**src/rtl/freq_meter_pkg.sv**
```systemverilog
// Shared types, default sizes and a constant-width helper for the freq_meter block.
package freq_meter_pkg;

  typedef enum logic [0:0] {
    IDLE = 1'b0,
    MEAS = 1'b1
  } meter_state_e;

  localparam int DEF_CNT_W    = 20;
  localparam int DEF_GATE_CYC = 12000000;

  // Number of bits needed to hold the values 0..v-1.
  function automatic int clog2_f(input int v);
    int r;
    r = 0;
    for (int i = 0; i < 31; i++) begin
      if ((32'sd1 <<< i) < v) begin
        r = i + 1;
      end
    end
    return r;
  endfunction

endpackage

```
**src/rtl/freq_meter_chan.sv**
```systemverilog
// One measured channel: input synchroniser, rising-edge detect and a saturating
// window counter with its overflow flag, all in the clk_sys domain.
module freq_meter_chan
  import freq_meter_pkg::*;
#(
  parameter int CNT_W       = DEF_CNT_W,
  parameter int SYNC_STAGES = 2
) (
  input  logic             clk_sys,
  input  logic             rst,
  input  logic             sig_in,
  input  logic             clr,
  input  logic             lat,
  output logic [CNT_W-1:0] cnt_nxt,
  output logic             ovf_nxt
);

  localparam logic [CNT_W-1:0] CNT_MAX  = {CNT_W{1'b1}};
  localparam logic [CNT_W-1:0] CNT_ONE  = {{(CNT_W-1){1'b0}}, 1'b1};
  localparam logic [CNT_W-1:0] CNT_ZERO = {CNT_W{1'b0}};

  logic [SYNC_STAGES-1:0] sync_q, sync_d;
  logic                   prev_q, prev_d;
  logic [CNT_W-1:0]       cnt_q, cnt_d;
  logic                   ovf_q, ovf_d;
  logic                   edge_s;

  // cnt_nxt/ovf_nxt include this cycle's edge so a latch never loses it.
  always_comb begin
    sync_d  = {sync_q[SYNC_STAGES-2:0], sig_in};
    prev_d  = sync_q[SYNC_STAGES-1];
    edge_s  = sync_q[SYNC_STAGES-1] & ~prev_q;
    cnt_nxt = cnt_q;
    ovf_nxt = ovf_q;
    if (edge_s && (cnt_q == CNT_MAX)) begin
      ovf_nxt = 1'b1;
    end else if (edge_s) begin
      cnt_nxt = cnt_q + CNT_ONE;
    end else begin
      cnt_nxt = cnt_q;
    end
    if (clr || lat) begin
      cnt_d = CNT_ZERO;
      ovf_d = 1'b0;
    end else begin
      cnt_d = cnt_nxt;
      ovf_d = ovf_nxt;
    end
  end

  // Channel state registers.
  always_ff @(posedge clk_sys or posedge rst) begin
    if (rst) begin
      sync_q <= {SYNC_STAGES{1'b0}};
      prev_q <= 1'b0;
      cnt_q  <= CNT_ZERO;
      ovf_q  <= 1'b0;
    end else begin
      sync_q <= sync_d;
      prev_q <= prev_d;
      cnt_q  <= cnt_d;
      ovf_q  <= ovf_d;
    end
  end

endmodule

```
**src/rtl/freq_meter.sv**
```systemverilog
// Multi-channel gate-window frequency meter. Defining FREQ_METER_ERR_EN adds the
// err_flat port carrying signed (count - NOMINAL_CNT) per channel.
module freq_meter
  import freq_meter_pkg::*;
#(
  parameter int NCH         = 4,
  parameter int CNT_W       = DEF_CNT_W,
  parameter int GATE_CYC    = DEF_GATE_CYC,
  parameter int SYNC_STAGES = 2,
  parameter int NOMINAL_CNT = 0
) (
  input  logic                 clk_sys,
  input  logic                 rst,
  input  logic [NCH-1:0]       sig_in,
  input  logic                 run,
  output logic [NCH*CNT_W-1:0] freq_flat,
  output logic [NCH-1:0]       ovf,
  output logic                 valid,
  output logic                 busy
`ifdef FREQ_METER_ERR_EN
  ,
  output logic [NCH*(CNT_W+1)-1:0] err_flat
`endif
);

  localparam int             GW        = clog2_f(GATE_CYC);
  localparam logic [GW-1:0]  GATE_LAST = GW'(GATE_CYC - 1);
  localparam logic [GW-1:0]  GATE_ONE  = {{(GW-1){1'b0}}, 1'b1};
  localparam logic [GW-1:0]  GATE_ZERO = {GW{1'b0}};

  meter_state_e         state_q, state_d;
  logic [GW-1:0]        gate_q, gate_d;
  logic [NCH*CNT_W-1:0] freq_q, freq_d;
  logic [NCH-1:0]       ovf_q, ovf_d;
  logic                 valid_q, valid_d;
  logic                 busy_q, busy_d;
  logic                 clr_s, lat_s;
  logic [NCH*CNT_W-1:0] cnt_nxt_flat;
  logic [NCH-1:0]       ovf_nxt_vec;

  for (genvar i = 0; i < NCH; i++) begin : g_chan
    freq_meter_chan #(
      .CNT_W      (CNT_W),
      .SYNC_STAGES(SYNC_STAGES)
    ) u_chan (
      .clk_sys(clk_sys),
      .rst    (rst),
      .sig_in (sig_in[i]),
      .clr    (clr_s),
      .lat    (lat_s),
      .cnt_nxt(cnt_nxt_flat[i*CNT_W +: CNT_W]),
      .ovf_nxt(ovf_nxt_vec[i])
    );
  end

  // Gate FSM; terminal count wins over a same-cycle run drop so the window still publishes.
  always_comb begin
    state_d = state_q;
    gate_d  = gate_q;
    freq_d  = freq_q;
    ovf_d   = ovf_q;
    valid_d = 1'b0;
    clr_s   = 1'b0;
    lat_s   = 1'b0;
    case (state_q)
      IDLE: begin
        gate_d = GATE_ZERO;
        clr_s  = 1'b1;
        if (run) begin
          state_d = MEAS;
        end else begin
          state_d = IDLE;
        end
      end
      MEAS: begin
        if (gate_q == GATE_LAST) begin
          lat_s   = 1'b1;
          valid_d = 1'b1;
          gate_d  = GATE_ZERO;
          freq_d  = cnt_nxt_flat;
          ovf_d   = ovf_nxt_vec;
          state_d = run ? MEAS : IDLE;
        end else if (!run) begin
          clr_s   = 1'b1;
          gate_d  = GATE_ZERO;
          state_d = IDLE;
        end else begin
          gate_d  = gate_q + GATE_ONE;
        end
      end
      default: begin
        clr_s   = 1'b1;
        gate_d  = GATE_ZERO;
        state_d = IDLE;
      end
    endcase
    busy_d = (state_d == MEAS);
  end

  // FSM, gate counter and published result registers.
  always_ff @(posedge clk_sys or posedge rst) begin
    if (rst) begin
      state_q <= IDLE;
      gate_q  <= GATE_ZERO;
      freq_q  <= {(NCH*CNT_W){1'b0}};
      ovf_q   <= {NCH{1'b0}};
      valid_q <= 1'b0;
      busy_q  <= 1'b0;
    end else begin
      state_q <= state_d;
      gate_q  <= gate_d;
      freq_q  <= freq_d;
      ovf_q   <= ovf_d;
      valid_q <= valid_d;
      busy_q  <= busy_d;
    end
  end

  assign freq_flat = freq_q;
  assign ovf       = ovf_q;
  assign valid     = valid_q;
  assign busy      = busy_q;

`ifdef FREQ_METER_ERR_EN
  localparam logic [CNT_W:0] NOM_VAL = (CNT_W+1)'(NOMINAL_CNT);

  logic [NCH*(CNT_W+1)-1:0] err_q, err_d;

  // A saturated count is already all-ones, so the overflow case falls out of the subtraction.
  always_comb begin
    err_d = err_q;
    if (lat_s) begin
      for (int i = 0; i < NCH; i++) begin
        err_d[i*(CNT_W+1) +: (CNT_W+1)] = {1'b0, cnt_nxt_flat[i*CNT_W +: CNT_W]} - NOM_VAL;
      end
    end else begin
      err_d = err_q;
    end
  end

  // Error result register, updated together with freq_flat.
  always_ff @(posedge clk_sys or posedge rst) begin
    if (rst) begin
      err_q <= {(NCH*(CNT_W+1)){1'b0}};
    end else begin
      err_q <= err_d;
    end
  end

  assign err_flat = err_q;
`endif

endmodule

```
**config.mk**
```make
export PLATFORM = sky130hd
export DESIGN_NAME = freq_meter
export DESIGN_NICKNAME = d
export VERILOG_FILES = /design/src/rtl/freq_meter_pkg.sv /design/src/rtl/freq_meter_chan.sv /design/src/rtl/freq_meter.sv
export SDC_FILE = /design/constraint.sdc
export NUM_CORES = 1
export LEC_CHECK = 0
export CORE_MARGIN = 10
export CORE_UTILIZATION = 55
export DETAILED_ROUTE_END_ITERATION = 12
export PLACE_DENSITY = 0.78
export RECOVER_POWER = 50
export SETUP_SLACK_MARGIN = 0.2
export SLEW_MARGIN = 20
export SYNTH_ARGS = -nofsm -noshare
export SYNTH_HDL_FRONTEND = slang
export SYNTH_SLANG_ARGS = --single-unit
```
**constraint.sdc**
```tcl
create_clock -name clk_sys -period 19.65 [get_ports clk_sys]
set_clock_uncertainty 0.15 [all_clocks]
set_input_delay 2.9475 -clock clk_sys [delete_from_list [all_inputs] [get_ports clk_sys]]
set_output_delay 2.9475 -clock clk_sys [all_outputs]
set_load 0.005 [all_outputs]
```
[Word level (Yosys, flattened, before mapping)]
Index checks and enable logic that the tools add are counted.
Widths: inputs -> output; s select.
Storage, ports and cells
  word-level logic and storage cells: 75
  output and inout bits: 86
  flip-flop bits (word level): 206
  input bits: 7
Cells by class
  eq/ne operators: 5
  reduce and logical (&&, ||, !) cells: 6
  add/subtract/negate cells: 5
  bitwise operators: 9
  muxes and demuxes: 29
Operators by type and width (count)
  $mux 20: 12
  $add 20x1->20 const B: 4
  $eq 20x20->1 const B: 4
  $mux 24: 2
  $pmux 24 s2: 1
  $add 24x1->24 const B: 1
  $eq 24x24->1 const B: 1
  $mux 1: 13
  $not 1->1: 5
  $and 1x1->1: 4
  $logic_and 1x1->1: 4
  $pmux 1 s2: 1
  $reduce_and 2->1: 1
  $logic_or 1x1->1: 1

[Logic depth before layout (Yosys ltp)]
  depth after elaboration: 5
  mapped depth: 8
  mapped depth without buffers: 7

[Cells and area by module]
From an unflattened synthesis, not the netlist that was laid out.
Second synthesis, totals
  cells, all modules: 884
  area total of the unflattened synthesis: 10117.2 µm²
Modules (own cells, without submodules)
  freq_meter_chan: area each 1365.1 µm², cells an instance 143, seq. area each 600.6 µm², instances 4
  freq_meter: area each 4657.0 µm², cells an instance 312, seq. area each 2752.6 µm², instances 1

[Least setup slack after synthesis]
Ideal clock, no wire load.
  kind: input -> register
  start point: in run
  end point: reg g_chan[2].u_chan.cnt_q[18]
  required time: 19369 ps
  path buffers: 2
  setup time: 131 ps
  slack: 15705 ps
  arrival: 3664 ps
  cell stages on the path: 4
  cell sequence: nand3_1 buf_2 buf_1 nor2_1
On the way
  longest elaborated chain between the ends: 5
RTL lines
  from (decl): RTL line freq_meter.sv:15  | input logic run,
  $mux 1: RTL line freq_meter.sv:83  | end else if (!run) begin
  $mux 1: RTL line freq_meter.sv:76  | if (gate_q == GATE_LAST) begin
  $pmux 1 s2: RTL line freq_meter.sv:65  | case (state_q)
  $logic_or 1x1->1: RTL line freq_meter_chan.sv:42  | if (clr || lat) begin
  $mux 20: RTL line freq_meter_chan.sv:42
  net g_chan[2].u_chan.cnt_d[18]: RTL line freq_meter_chan.sv:24  | logic [CNT_W-1:0] cnt_q, cnt_d;
  to (signal assigned): RTL line freq_meter_chan.sv:61  | cnt_q <= cnt_d;
  to (decl): RTL line freq_meter_chan.sv:24
The timed path passes the listed nets, and every way through them passes these cells.
A chain may end at the register's enable or synchronous reset.

==> flow_metrics.env <==
export IMPL_totalWireLength_um=18400
export IMPL_r2r_setup_slack_ps=14050
export IMPL_synth_top_area_share_pct=58.6
export IMPL_fp_row_count=46
export IMPL_relSlewSlack_pct=-313
export IMPL_n_antenna_cell=0
export IMPL_violations="capacitance limit, slew limit"
export IMPL_ir_worst_vdd_uv=57.7
export IMPL_drive_gt1_share_pct=4.35
export IMPL_ys_ff_latch=206
export IMPL_root_buffer="clkbuf_16"
export IMPL_synth_flop_cell="dfrtp_1"
export IMPL_grt_pass1_vias=6449
export IMPL_yosys_warnings=0
export IMPL_dieHeight_um=147
export IMPL_ys_types=52
export IMPL_synth_avg_cell_area_um2=10.1
export IMPL_final_util_pct=66.4
export IMPL_cts_hold_repair_buffers=0
export IMPL_area_growth_pct=19.0
export IMPL_holdPathStages=0
export IMPL_grt_max_degree=149
export IMPL_final_max_slew_viol_count=401
export IMPL_synthTopCellsByArea="dfrtp_1 59%, nor2_1 5.8%, nand2_1 5.1%"
export IMPL_setup_viol=0
export IMPL_post_route_min_period_ps=7710
export IMPL_cts_buffers=21
export IMPL_synth_top_area_cell="dfrtp_1"
export IMPL_syn_num_nets=883
export IMPL_crit_path_end_kind="asynchronous set/reset pin"
export IMPL_cts_path_max_buffers=3
export IMPL_synth_area_um2=8800
export IMPL_ys_async_sr_fraction_pct=100
export IMPL_synth_most_common_cell="dfrtp_1"
export IMPL_vias=6421
export IMPL_top_usage_layer="met2"
export IMPL_cts_resized=0
export IMPL_die_w_um=147
export IMPL_wl_per_cell_um=15.6
export IMPL_min_path_type="reg -> reg"
export IMPL_cp_required_ps=18950
export IMPL_cp_num_buf_inv=2
export IMPL_gr_usage_all_layers_pct=17.2
export IMPL_netlist_top_cells_count="206 x dfrtp_1, 136 x nor2_1, 119 x nand2_1"
export IMPL_grt_antenna_before_repair=0
export IMPL_status="finished with violations"
export IMPL_synthCells=871
export IMPL_met3_usage_pct=3.43
export IMPL_setup_tns_ps=0
export IMPL_arrival_ps=7020
export IMPL_io_pins=93
export IMPL_slowest_stage="clkinvlp_2"
export IMPL_grt_remaining_overflow=0
export IMPL_hold_viol=0
export IMPL_vias_per_cell=5.44
export IMPL_cts_sinks=206
export IMPL_crit_cells=2
export IMPL_max_stage_delay_ps=3430
export IMPL_crit_chain="dlygate4sd3_1 -> clkinvlp_2"
export IMPL_clk_pin_slew_ps=60
export IMPL_period_share_pct=39.2
export IMPL_r2r_cells=7
export IMPL_drc=0
export IMPL_drv_cap=4
export IMPL_core_um2=15800
export IMPL_cp_max_fo=148
export IMPL_start_kind="primary input"
export IMPL_firstDrtPassIters=5
export IMPL_tightestPinTransition_ps=6160
export IMPL_floorplan_initialDensity_pct=55.8
export IMPL_fin_nets=968
export IMPL_ant_nets=0
export IMPL_htreeDepth=1
export IMPL_synth_edf_count=0
export IMPL_p_leak_nw=4.32
export IMPL_yosysSeqAreaShare_pct=58.6
export IMPL_dr_first_iter_drc_count=418
export IMPL_clock_fmax_ghz=0.130
export IMPL_grtUsageMet1_pct=22.4
export IMPL_rsz0062_at_grt="false"
export IMPL_gr_usage_met2_pct=28.7
export IMPL_post_cts_buffers=0
export IMPL_p_per_area_nw_per_um2=77.9
export IMPL_grt_pass1_wl_um=31700
export IMPL_clock_latency_ps=500
export IMPL_place_congestion=0.799
export IMPL_path_delay_family="buffers and inverters"
export IMPL_die_area_um2=21500
export IMPL_hpwl_um=12100
export IMPL_io_buffers=92
export IMPL_criticalPathCategory="in -> async"
export IMPL_tritoncts="built"
## worst paths after layout
kind,startpoint,end
max,rst,g_chan[0].u_chan.sync_q[0]
min,g_chan[0].u_chan.sync_q[0],g_chan[0].u_chan.sync_q[1]
max reg2reg,gate_q[14],gate_q[6]
min reg2reg,g_chan[0].u_chan.sync_q[0],g_chan[0].u_chan.sync_q[1]
max in group clk_sys,run,gate_q[6]
min in group asynchronous,rst,freq_flat[65]
## placed cells by master (no fill, tap or decap), types with 10 or more instances in the layout
master	instances
nor3_1	17
nand3_1	38
xnor2_1	49
and3_1	13
nand2_1	119
nand4_1	35
clkdlybuf4s50_1	86
and4_1	10
o21ai_0	86
xor2_1	36
dfrtp_1	206
a21oi_1	12
clkbuf_16	21
nor4_1	10
nor2_1	136
## state kept, by name (all words and copies together) (netlist names)
name / count
g_chan.u_chan.prev_q: 4
busy: 1
g_chan.u_chan.ovf_q: 4
freq_flat: 80
g_chan.u_chan.cnt_q: 80
valid: 1
ovf: 4
g_chan.u_chan.sync_q: 8
gate_q: 24
## final cells by class
class	instances	area, um^2
well taps	216	270
repair buffers	95	936
clock inverters	3	43.8
inverters	9	35.0
flip-flops and latches	206	5150
clock buffers	29	586
fillers	1277	5300
multi-input cells	623	3450
## metal layers
metal  part of all wire (%)  up-vias
met5                      0        -
met4                    1.9        0
met3                    5.1       23
met2                     48      146
met1                     45     3129
li1                       -     3123
## kinds of logic after synthesis
logic type	share of synthesized area, %
simple gates	22.3
fa+ha+maj	0.711
xor+xnor	8.46
compound gates	6.68
mux	0.924
buf+inv	2.35
flops	58.6
## metrics by stage
stage	setup slack (ps)	hold WS (ps)	total power, mW	instance area [um^2]	cells
2_1_floorplan	10930	181	0.447	8800	871
3_3_place_gp	14500	183	0.453	9870	1149
3_5_place_dp	14480	185	0.453	9870	1149
4_1_cts	15010	198	0.825	10500	1181
5_1_grt	10820	205	0.846	10500	1181
6_report	11940	197	0.816	10500	1181
## where the power goes
part	internal (mW)	switching, mW	total [mW]
clock network	0.219	0.152	0.372
registers	0.426	0.00141	0.428
logic	0.00294	0.0135	0.0164
No activity file was read; power rests on OpenSTA's default activity.
